[src/rtl/midi_rx_parser.sv]
// MIDI serial receiver and message assembler: synchronizes midi_rx, recovers 8N1 bytes,
// and groups them into channel/real-time messages with running status.
`timescale 1ns/1ps
module midi_rx_parser #(
    parameter int CLKS_PER_BIT = 3200
) (
    input  logic       clk,
    input  logic       rst,
    input  logic       midi_rx,
    output logic [7:0] status,
    output logic [7:0] data1,
    output logic [7:0] data2,
    output logic [1:0] bytes_cnt,
    output logic       msg_valid,
    output logic       frame_err
);

    localparam int CNT_W = $clog2(CLKS_PER_BIT);
    localparam logic [CNT_W-1:0] BIT_LAST  = CNT_W'(CLKS_PER_BIT - 1);
    localparam logic [CNT_W-1:0] HALF_LAST = CNT_W'(CLKS_PER_BIT / 2 - 1);

    typedef enum logic [2:0] {
        IDLE      = 3'd0,
        START     = 3'd1,
        DATA      = 3'd2,
        STOP      = 3'd3,
        WAIT_IDLE = 3'd4
    } state_e;

    // Program change and channel pressure carry one data byte, all other channel messages two.
    function automatic logic [1:0] data_needed(input logic [7:0] s);
        return (s[7:5] == 3'b110) ? 2'd1 : 2'd2;
    endfunction

    logic [1:0]       sync_q, sync_d;
    logic             prev_q, prev_d;
    state_e           state_q, state_d;
    logic [CNT_W-1:0] cnt_q, cnt_d;
    logic [2:0]       bit_idx_q, bit_idx_d;
    logic [7:0]       shift_q, shift_d;
    logic [7:0]       rx_byte_q, rx_byte_d;
    logic             rx_valid_q, rx_valid_d;
    logic             frame_err_q, frame_err_d;
    logic [7:0]       run_status_q, run_status_d;
    logic             data_idx_q, data_idx_d;
    logic [7:0]       pend_d1_q, pend_d1_d;
    logic [7:0]       status_q, status_d;
    logic [7:0]       data1_q, data1_d;
    logic [7:0]       data2_q, data2_d;
    logic [1:0]       bytes_cnt_q, bytes_cnt_d;
    logic             msg_valid_q, msg_valid_d;
    logic             rx_line_s;

    assign rx_line_s = sync_q[1];
    assign sync_d    = {sync_q[0], midi_rx};
    assign prev_d    = sync_q[1];

    // Byte receiver: start-bit qualification, centre sampling of data and stop bits.
    always_comb begin
        state_d     = state_q;
        cnt_d       = cnt_q;
        bit_idx_d   = bit_idx_q;
        shift_d     = shift_q;
        rx_byte_d   = rx_byte_q;
        rx_valid_d  = 1'b0;
        frame_err_d = 1'b0;
        case (state_q)
            IDLE: begin
                if (prev_q && !rx_line_s) begin
                    state_d = START;
                    cnt_d   = '0;
                end else begin
                    cnt_d = '0;
                end
            end
            START: begin
                if (cnt_q == HALF_LAST) begin
                    cnt_d     = '0;
                    bit_idx_d = 3'd0;
                    state_d   = rx_line_s ? IDLE : DATA;
                end else begin
                    cnt_d = cnt_q + CNT_W'(1);
                end
            end
            DATA: begin
                if (cnt_q == BIT_LAST) begin
                    cnt_d   = '0;
                    shift_d = {rx_line_s, shift_q[7:1]};
                    if (bit_idx_q == 3'd7) begin
                        state_d = STOP;
                    end else begin
                        bit_idx_d = bit_idx_q + 3'd1;
                    end
                end else begin
                    cnt_d = cnt_q + CNT_W'(1);
                end
            end
            STOP: begin
                if (cnt_q == BIT_LAST) begin
                    cnt_d = '0;
                    if (rx_line_s) begin
                        rx_byte_d  = shift_q;
                        rx_valid_d = 1'b1;
                        state_d    = IDLE;
                    end else begin
                        frame_err_d = 1'b1;
                        state_d     = WAIT_IDLE;
                    end
                end else begin
                    cnt_d = cnt_q + CNT_W'(1);
                end
            end
            WAIT_IDLE: begin
                if (rx_line_s) begin
                    state_d = IDLE;
                end else begin
                    state_d = WAIT_IDLE;
                end
            end
            default: begin
                state_d = IDLE;
                cnt_d   = '0;
            end
        endcase
    end

    // Message assembly; bit 7 of run_status_q doubles as the running-status valid flag.
    always_comb begin
        run_status_d = run_status_q;
        data_idx_d   = data_idx_q;
        pend_d1_d    = pend_d1_q;
        status_d     = status_q;
        data1_d      = data1_q;
        data2_d      = data2_q;
        bytes_cnt_d  = bytes_cnt_q;
        msg_valid_d  = 1'b0;
        if (rx_valid_q) begin
            if (rx_byte_q[7:3] == 5'b11111) begin
                status_d    = rx_byte_q;
                data1_d     = 8'h00;
                data2_d     = 8'h00;
                bytes_cnt_d = 2'd1;
                msg_valid_d = 1'b1;
            end else if (rx_byte_q[7:4] == 4'hF) begin
                run_status_d = 8'h00;
                data_idx_d   = 1'b0;
            end else if (rx_byte_q[7]) begin
                run_status_d = rx_byte_q;
                data_idx_d   = 1'b0;
            end else if (!run_status_q[7]) begin
                data_idx_d = 1'b0;
            end else if (!data_idx_q) begin
                if (data_needed(run_status_q) == 2'd1) begin
                    status_d    = run_status_q;
                    data1_d     = rx_byte_q;
                    data2_d     = 8'h00;
                    bytes_cnt_d = 2'd2;
                    msg_valid_d = 1'b1;
                end else begin
                    pend_d1_d  = rx_byte_q;
                    data_idx_d = 1'b1;
                end
            end else begin
                status_d    = run_status_q;
                data1_d     = pend_d1_q;
                data2_d     = rx_byte_q;
                bytes_cnt_d = 2'd3;
                msg_valid_d = 1'b1;
                data_idx_d  = 1'b0;
            end
        end else begin
            msg_valid_d = 1'b0;
        end
    end

    // State register for synchronizer, receiver and parser.
    always_ff @(posedge clk or posedge rst) begin
        if (rst) begin
            sync_q       <= 2'b11;
            prev_q       <= 1'b1;
            state_q      <= IDLE;
            cnt_q        <= '0;
            bit_idx_q    <= 3'd0;
            shift_q      <= 8'h00;
            rx_byte_q    <= 8'h00;
            rx_valid_q   <= 1'b0;
            frame_err_q  <= 1'b0;
            run_status_q <= 8'h00;
            data_idx_q   <= 1'b0;
            pend_d1_q    <= 8'h00;
            status_q     <= 8'h00;
            data1_q      <= 8'h00;
            data2_q      <= 8'h00;
            bytes_cnt_q  <= 2'd0;
            msg_valid_q  <= 1'b0;
        end else begin
            sync_q       <= sync_d;
            prev_q       <= prev_d;
            state_q      <= state_d;
            cnt_q        <= cnt_d;
            bit_idx_q    <= bit_idx_d;
            shift_q      <= shift_d;
            rx_byte_q    <= rx_byte_d;
            rx_valid_q   <= rx_valid_d;
            frame_err_q  <= frame_err_d;
            run_status_q <= run_status_d;
            data_idx_q   <= data_idx_d;
            pend_d1_q    <= pend_d1_d;
            status_q     <= status_d;
            data1_q      <= data1_d;
            data2_q      <= data2_d;
            bytes_cnt_q  <= bytes_cnt_d;
            msg_valid_q  <= msg_valid_d;
        end
    end

    assign status    = status_q;
    assign data1     = data1_q;
    assign data2     = data2_q;
    assign bytes_cnt = bytes_cnt_q;
    assign msg_valid = msg_valid_q;
    assign frame_err = frame_err_q;

endmodule

[config.mk]
export PLATFORM = sky130hd
export DESIGN_NAME = midi_rx_parser
export DESIGN_NICKNAME = d
export VERILOG_FILES = /design/src/rtl/midi_rx_parser.sv
export SDC_FILE = /design/constraint.sdc
export NUM_CORES = 1
export LEC_CHECK = 0
export BUFFER_PORTS_ARGS = -buffer_cell sky130_fd_sc_hd__buf_2
export CORE_MARGIN = 3
export CORE_UTILIZATION = 25
export CTS_CLUSTER_DIAMETER = 100
export DETAILED_ROUTE_END_ITERATION = 16
export SLEW_MARGIN = 20
export SYNTH_ARGS = -nofsm -noshare
export SYNTH_HDL_FRONTEND = slang
export SYNTH_SLANG_ARGS = --single-unit
export TNS_END_PERCENT = 5
[constraint.sdc]
create_clock -name clk -period 3.9 [get_ports clk]
set_input_delay 1.17 -clock clk [delete_from_list [all_inputs] [get_ports clk]]
set_output_delay 1.17 -clock clk [all_outputs]
set_load 0.005 [all_outputs]
# Word level (Yosys, flattened, before mapping)
# Index checks and enable logic that the tools add are counted.
[word_totals]
register_bits = 82
latch_bits = 0
ramBits = 0
rom_bits = 0
in_bits = 3
output_inout_bits = 28
word_cells = 119
mem_count = 0
[classes]
addsub = 2
multipliers = 0
div = 0
order_cmp = 0
n_eq_ne = 19
shift = 0
n_mux = 60
bitwise_logic = 5
reduce_logical = 16
[ops]
columns = ["cell", "n"]
rows = [
  ["$mux W8", 20],
  ["$pmux W12 S3", 1],
  ["$mux W3", 9],
  ["$mux W12", 2],
  ["$mux W1", 18],
  ["$mux W2", 8],
  ["$pmux W3 S5", 1],
  ["$ne A2 B2 Y1 const B", 7],
  ["$add A12 B1 Y12 const B", 1],
  ["$eq A12 B11 Y1 const B", 1],
  ["$eq A12 B12 Y1 const B", 1],
  ["$reduce_and A5 Y1", 2],
  ["$eq A3 B3 Y1 const B", 3],
  ["$reduce_and A7 Y1", 1],
  ["$eq A3 B2 Y1 const B", 2],
  ["$pmux W3 S2", 1],
  ["$reduce_and A3 Y1", 2],
  ["$reduce_bool A2 Y1", 3],
  ["$eq A5 B5 Y1 const B", 1],
  ["$not A1 Y1", 5],
  ["$eq A4 B4 Y1 const B", 1],
  ["$reduce_and A2 Y1", 2],
  ["$reduce_and A4 Y1", 1],
  ["$add A3 B1 Y3 const B", 1],
  ["other kinds (8)", 8],
]

# Depth between registers and ports, before layout
[depth]
ltp_word = 10
depth_mapped = 6
ltp_nobuf = 6

# Worst setup path before layout
# No wires, ideal clock.
[synth_timing]
kind = "reg-to-reg"
start = "reg cnt_q[0]"
end = "reg shift_q[0]"
setup_time_ns = 0.125
arrival_time_ns = 1.681
t_required_ns = 3.775
setup_slack_ns = 2.094
stages_incl_launch_ff = 6
path_buffers = 0
period_less_slack_ns = 1.806
path_cell_list = "dfrtp_1 > ha_1 > and4_2 > nand4_4 > nor2_2 > mux2_2"
[synth_via]
elab_chain_len = 2
[synth_lines]
columns = ["element", "line_no", "source"]
rows = [
  ["from (decl)", "38", "logic [CNT_W-1:0] cnt_q, cnt_d;"],
  ["from (signal assigned)", "200", "cnt_q <= cnt_d;"],
  ["$eq A12 B12 Y1", "86", "if (cnt_q == BIT_LAST) begin"],
  ["$reduce_and A2 Y1 (no line)", "n/a", ""],
  ["to (signal assigned)", "202", "shift_q <= shift_d;"],
  ["to (decl)", "40", "logic [7:0] shift_q, shift_d;"],
]
# Every way passes these cells.
# A chain may end at the register's enable or synchronous reset.

# Worst setup path after layout
[layout_timing]
start = "reg data1_q[6] (netlist: data1[6])"
end = "out data1[6]"
[layout_lines]
columns = ["element", "line_no", "source"]
rows = [
  ["from (decl)", "48", "logic [7:0] data1_q, data1_d;"],
  ["from (signal assigned)", "210", "data1_q <= data1_d;"],
  ["to (decl)", "11", "output logic [7:0] data1,"],
]
# No word-level cell between the ends.

==> results.py <==
metrics = {
    "pwr": {
        "ir_drop_mv": 0.176,
        "p_leak_nw": 2.00,
        "pwr_density_cell_mw_per_mm2": 485,
    },
    "clock_network": {
        "cts.sinks": 80,
        "clock_latency_ps": 340,
        "cts.path.max_buffers": 2,
        "cts_max_level": 3,
        "cts_buffers": 9,
        "root_buffer": "clkbuf_16",
        "post_cts_buffers": 0,
        "cts_tree": "done",
        "hold_buffers": 0,
        "path_clk_slew_ps": 60,
        "cts_resized": 0,
    },
    "logic_synthesis": {
        "ys.flop_type": "dfrtp_1",
        "synth_area_per_cell_um2": 12.6,
        "netlist_area_mm2": 0.00338,
        "ys_warn_count": 0,
        "ys_ff_latch": 80,
        "ys_seq_area_frac": 0.593,
        "ys_types": 53,
        "ys_async_sr_fraction": 1.00,
        "synth_edf_count": 0,
        "syn_inst": 268,
    },
    "worst_setup_path": {
        "crit_path_end_kind": "output port",
        "rr_startpoint": "cnt_q[0]",
        "reg2reg_slack_ps": 1860,
        "critPathMaxFanout": 2,
        "cp-start-kind": "flip-flop",
        "reg2reg_to": "state_q[1]",
        "slowest_stage": "dfrtp_1",
        "cp_cell_sequence": "buf_2",
        "critPathMaxStageDelay_ps": 390,
        "required_ps": 2730,
        "startpoint": "data1[6]",
        "worstSetupPathType": "reg2out",
        "critical_path_buf_inv_count": 1,
        "cp_top_family": "flip-flops",
        "arrival_ps": 870,
        "reg2reg_depth": 6,
    },
    "timing": {
        "final_max_slew_viol_count": 0,
        "period_share": 0.524,
        "final.setup.tns_ps": 0,
        "max_freq_ghz": 0.490,
        "final.setup_skew_ps": 7.42,
        "setup_viol": 0,
        "tightestPinTransition_ps": 767,
        "min_period_ps": 2040,
        "slew_headroom": 0.488,
        "final_hold_viol_count": 0,
        "rsz0062_at_grt": "no",
    },
    "floorplan": {
        "die_w_um": 122,
        "initial_core_util": 0.262,
        "rows": 41,
        "io_pins": 31,
        "coreArea_mm2": 0.0129,
        "die-area_mm2": 0.0150,
        "fp.dieH_um": 122,
    },
    "global_route": {
        "grt_max_degree": 45,
        "overflow": 0,
        "grt_first_pass_wirelength_um": 11200,
        "antenna_found_initial": 0,
        "grtUsageTotal": 0.0949,
        "grt_pass1_vias": 2358,
    },
    "drt": {
        "postRouteAntennaNets": 0,
        "drtPass1Iterations": 5,
        "drcViolationCount": 0,
        "drt-total-wl_um": 6720,
        "drtIter0Drc": 156,
        "vias_per_cell": 4.68,
        "wire_per_inst_um": 14.0,
        "num_vias": 2246,
    },
    "min_path": {
        "hold_class": "reg2reg",
        "min_to": "sync_q[1]",
        "hold_depth": 0,
        "hold_path.startpoint": "sync_q[0]",
    },
    "run": {
        "cap_viol_max_count": 0,
    },
    "cells_and_area": {
        "multi_input_area_mm2": 0.00129,
        "n_antenna_cell": 0,
        "area_growth_pct": 18.8,
        "fillers": 1306,
        "final_nets": 309,
        "seqCellArea_mm2": 0.00201,
        "final_layout_size_suffix_gt1_frac": 0.282,
        "final_cell_area_mm2": 0.00402,
    },
    "place": {
        "place_area_mm2": 0.00373,
        "dp_hpwl_um": 4600,
        "gp_congestion": 0.770,
        "port_buffers": 28,
    },
    "outcome": {
        "outcome": "complete, no violations",
    },
}
## kinds of logic after synthesis
| kind of cell | after synthesis | synth area share |
|---|---|---|
| flip-flops | 80 | 0.593 |
| AO/OA/AOI/OAI | 70 | 0.154 |
| AND/OR/NAND/NOR | 64 | 0.117 |
| multiplexers | 29 | 0.0977 |
| buffers and inverters | 21 | 0.0263 |
| adder cells (fa/ha/maj) | 3 | 0.0111 |
| other | 1 | 0.00111 |
## power breakdown
group	internal, mW	total, mW	switching [mW]	leakage [nW]
logic	0.105	0.262	0.157	0.772
clock network	0.453	0.788	0.336	0.129
registers	0.861	0.897	0.0363	1.10
total	1.42	1.95	0.529	2.00
## sequential cells by signal, summed over array words and instances (netlist names)
register	cells
cnt_q	12
run_status_q	8
rx_byte_q	8
shift_q	8
status	8
data1	7
data2	7
pend_d1_q	7
bit_idx_q	3
state_q	3
bytes_cnt	2
sync_q	2
data_idx_q	1
frame_err	1
msg_valid	1
prev_q	1
rx_valid_q	1
## layout make-up
class                      count  share of cell area
sequential                    80               0.499
multi-input combinational    168               0.321
clock buffer                  11              0.0604
tap                          172              0.0536
timing repair buffer          30              0.0417
inverter                      14              0.0134
clock inverter                 5             0.00997
## synthesized netlist by cell type (2+ instances only)
| cell | count | area (um^2) |
|---|---|---|
| buf_4 | 2 | 15.0 |
| o21ai_1 | 2 | 10.0 |
| dfrtp_1 | 77 | 1930 |
| a21oi_1 | 9 | 45.0 |
| nand3_1 | 6 | 30.0 |
| and2_1 | 4 | 25.0 |
| a21o_1 | 3 | 22.5 |
| or3_1 | 4 | 25.0 |
| inv_1 | 14 | 52.6 |
| a22o_1 | 17 | 149 |
| nor3_1 | 3 | 15.0 |
| a222oi_1 | 7 | 70.1 |
| o22a_1 | 5 | 43.8 |
| nand4_1 | 2 | 12.5 |
| mux2_4 | 2 | 30.0 |
| o21ai_0 | 17 | 85.1 |
| dfstp_2 | 3 | 78.8 |
| nor2_1 | 8 | 30.0 |
| nand2_1 | 18 | 67.6 |
| and3_1 | 2 | 12.5 |
| buf_2 | 2 | 10.0 |
| clkbuf_1 | 3 | 11.3 |
| mux2i_1 | 3 | 30.0 |
| ha_1 | 3 | 37.5 |
| mux2_2 | 24 | 270 |
## per-layer routing
| layer | vias to the layer above | wire length (um) | GRT usage |
|---|---|---|---|
| li1 | 1060 | - | - |
| met1 | 1129 | 3120 | 0.124 |
| met2 | 46 | 3160 | 0.144 |
| met3 | 11 | 294 | 0.0230 |
| met4 | 0 | 150 | 0.0546 |
| met5 | - | 0 | 0 |
## worst reg2reg max path, cell delays in order (launching register included)
cell,delay [ps]
dfrtp_1,400
ha_1,220
and4_2,320
nand4_4,190
a21oi_4,370
nand2_4,110
mux2_4,320
## worst max-delay path by stage
stage | depth (start not counted) | endpoint | slack (ps)
after floorplan | 1 | bit_idx_q[0] | 680
after global placement | 3 | data1[1] | 1910
after detailed placement | 3 | shift_q[3] | 1890
after CTS | 1 | data1[0] | 1840
after global routing | 6 | state_q[1] | 1780
final | 1 | data1[6] | 1860
## per-stage QoR
stage	std cells	utilization	worst slack (ps)	total power [mW]	hold slack (ps)
2_1_floorplan	269	-	683	1.11	345
3_3_place_gp	464	0.289	1910	1.16	349
3_5_place_dp	464	0.289	1890	1.17	348
4_1_cts	480	0.311	1840	1.97	357
5_1_grt	480	0.311	1780	2.04	358
6_report	480	0.311	1860	1.95	357
## cell usage in the layout (no fill, tap or decap), types with 2 or more instances in the layout
cell and count:
mux2_2 24, and3_1 2, o22a_1 5, mux2i_1 3
dfstp_2 3, inv_1 13, inv_6 2, nand4_1 2
nand2_1 18, a222oi_1 7, nor3_1 3, a21o_1 3
or3_1 4, conb_1 2, mux2_4 2, buf_2 28
o21ai_0 17, o21ai_1 2, and2_1 4, a21oi_1 9
nor2_1 8, clkbuf_16 9, a22o_1 17, dfrtp_1 77
ha_1 3, nand3_1 6, clkinvlp_4 3
(Power assumes the default switching activity.)
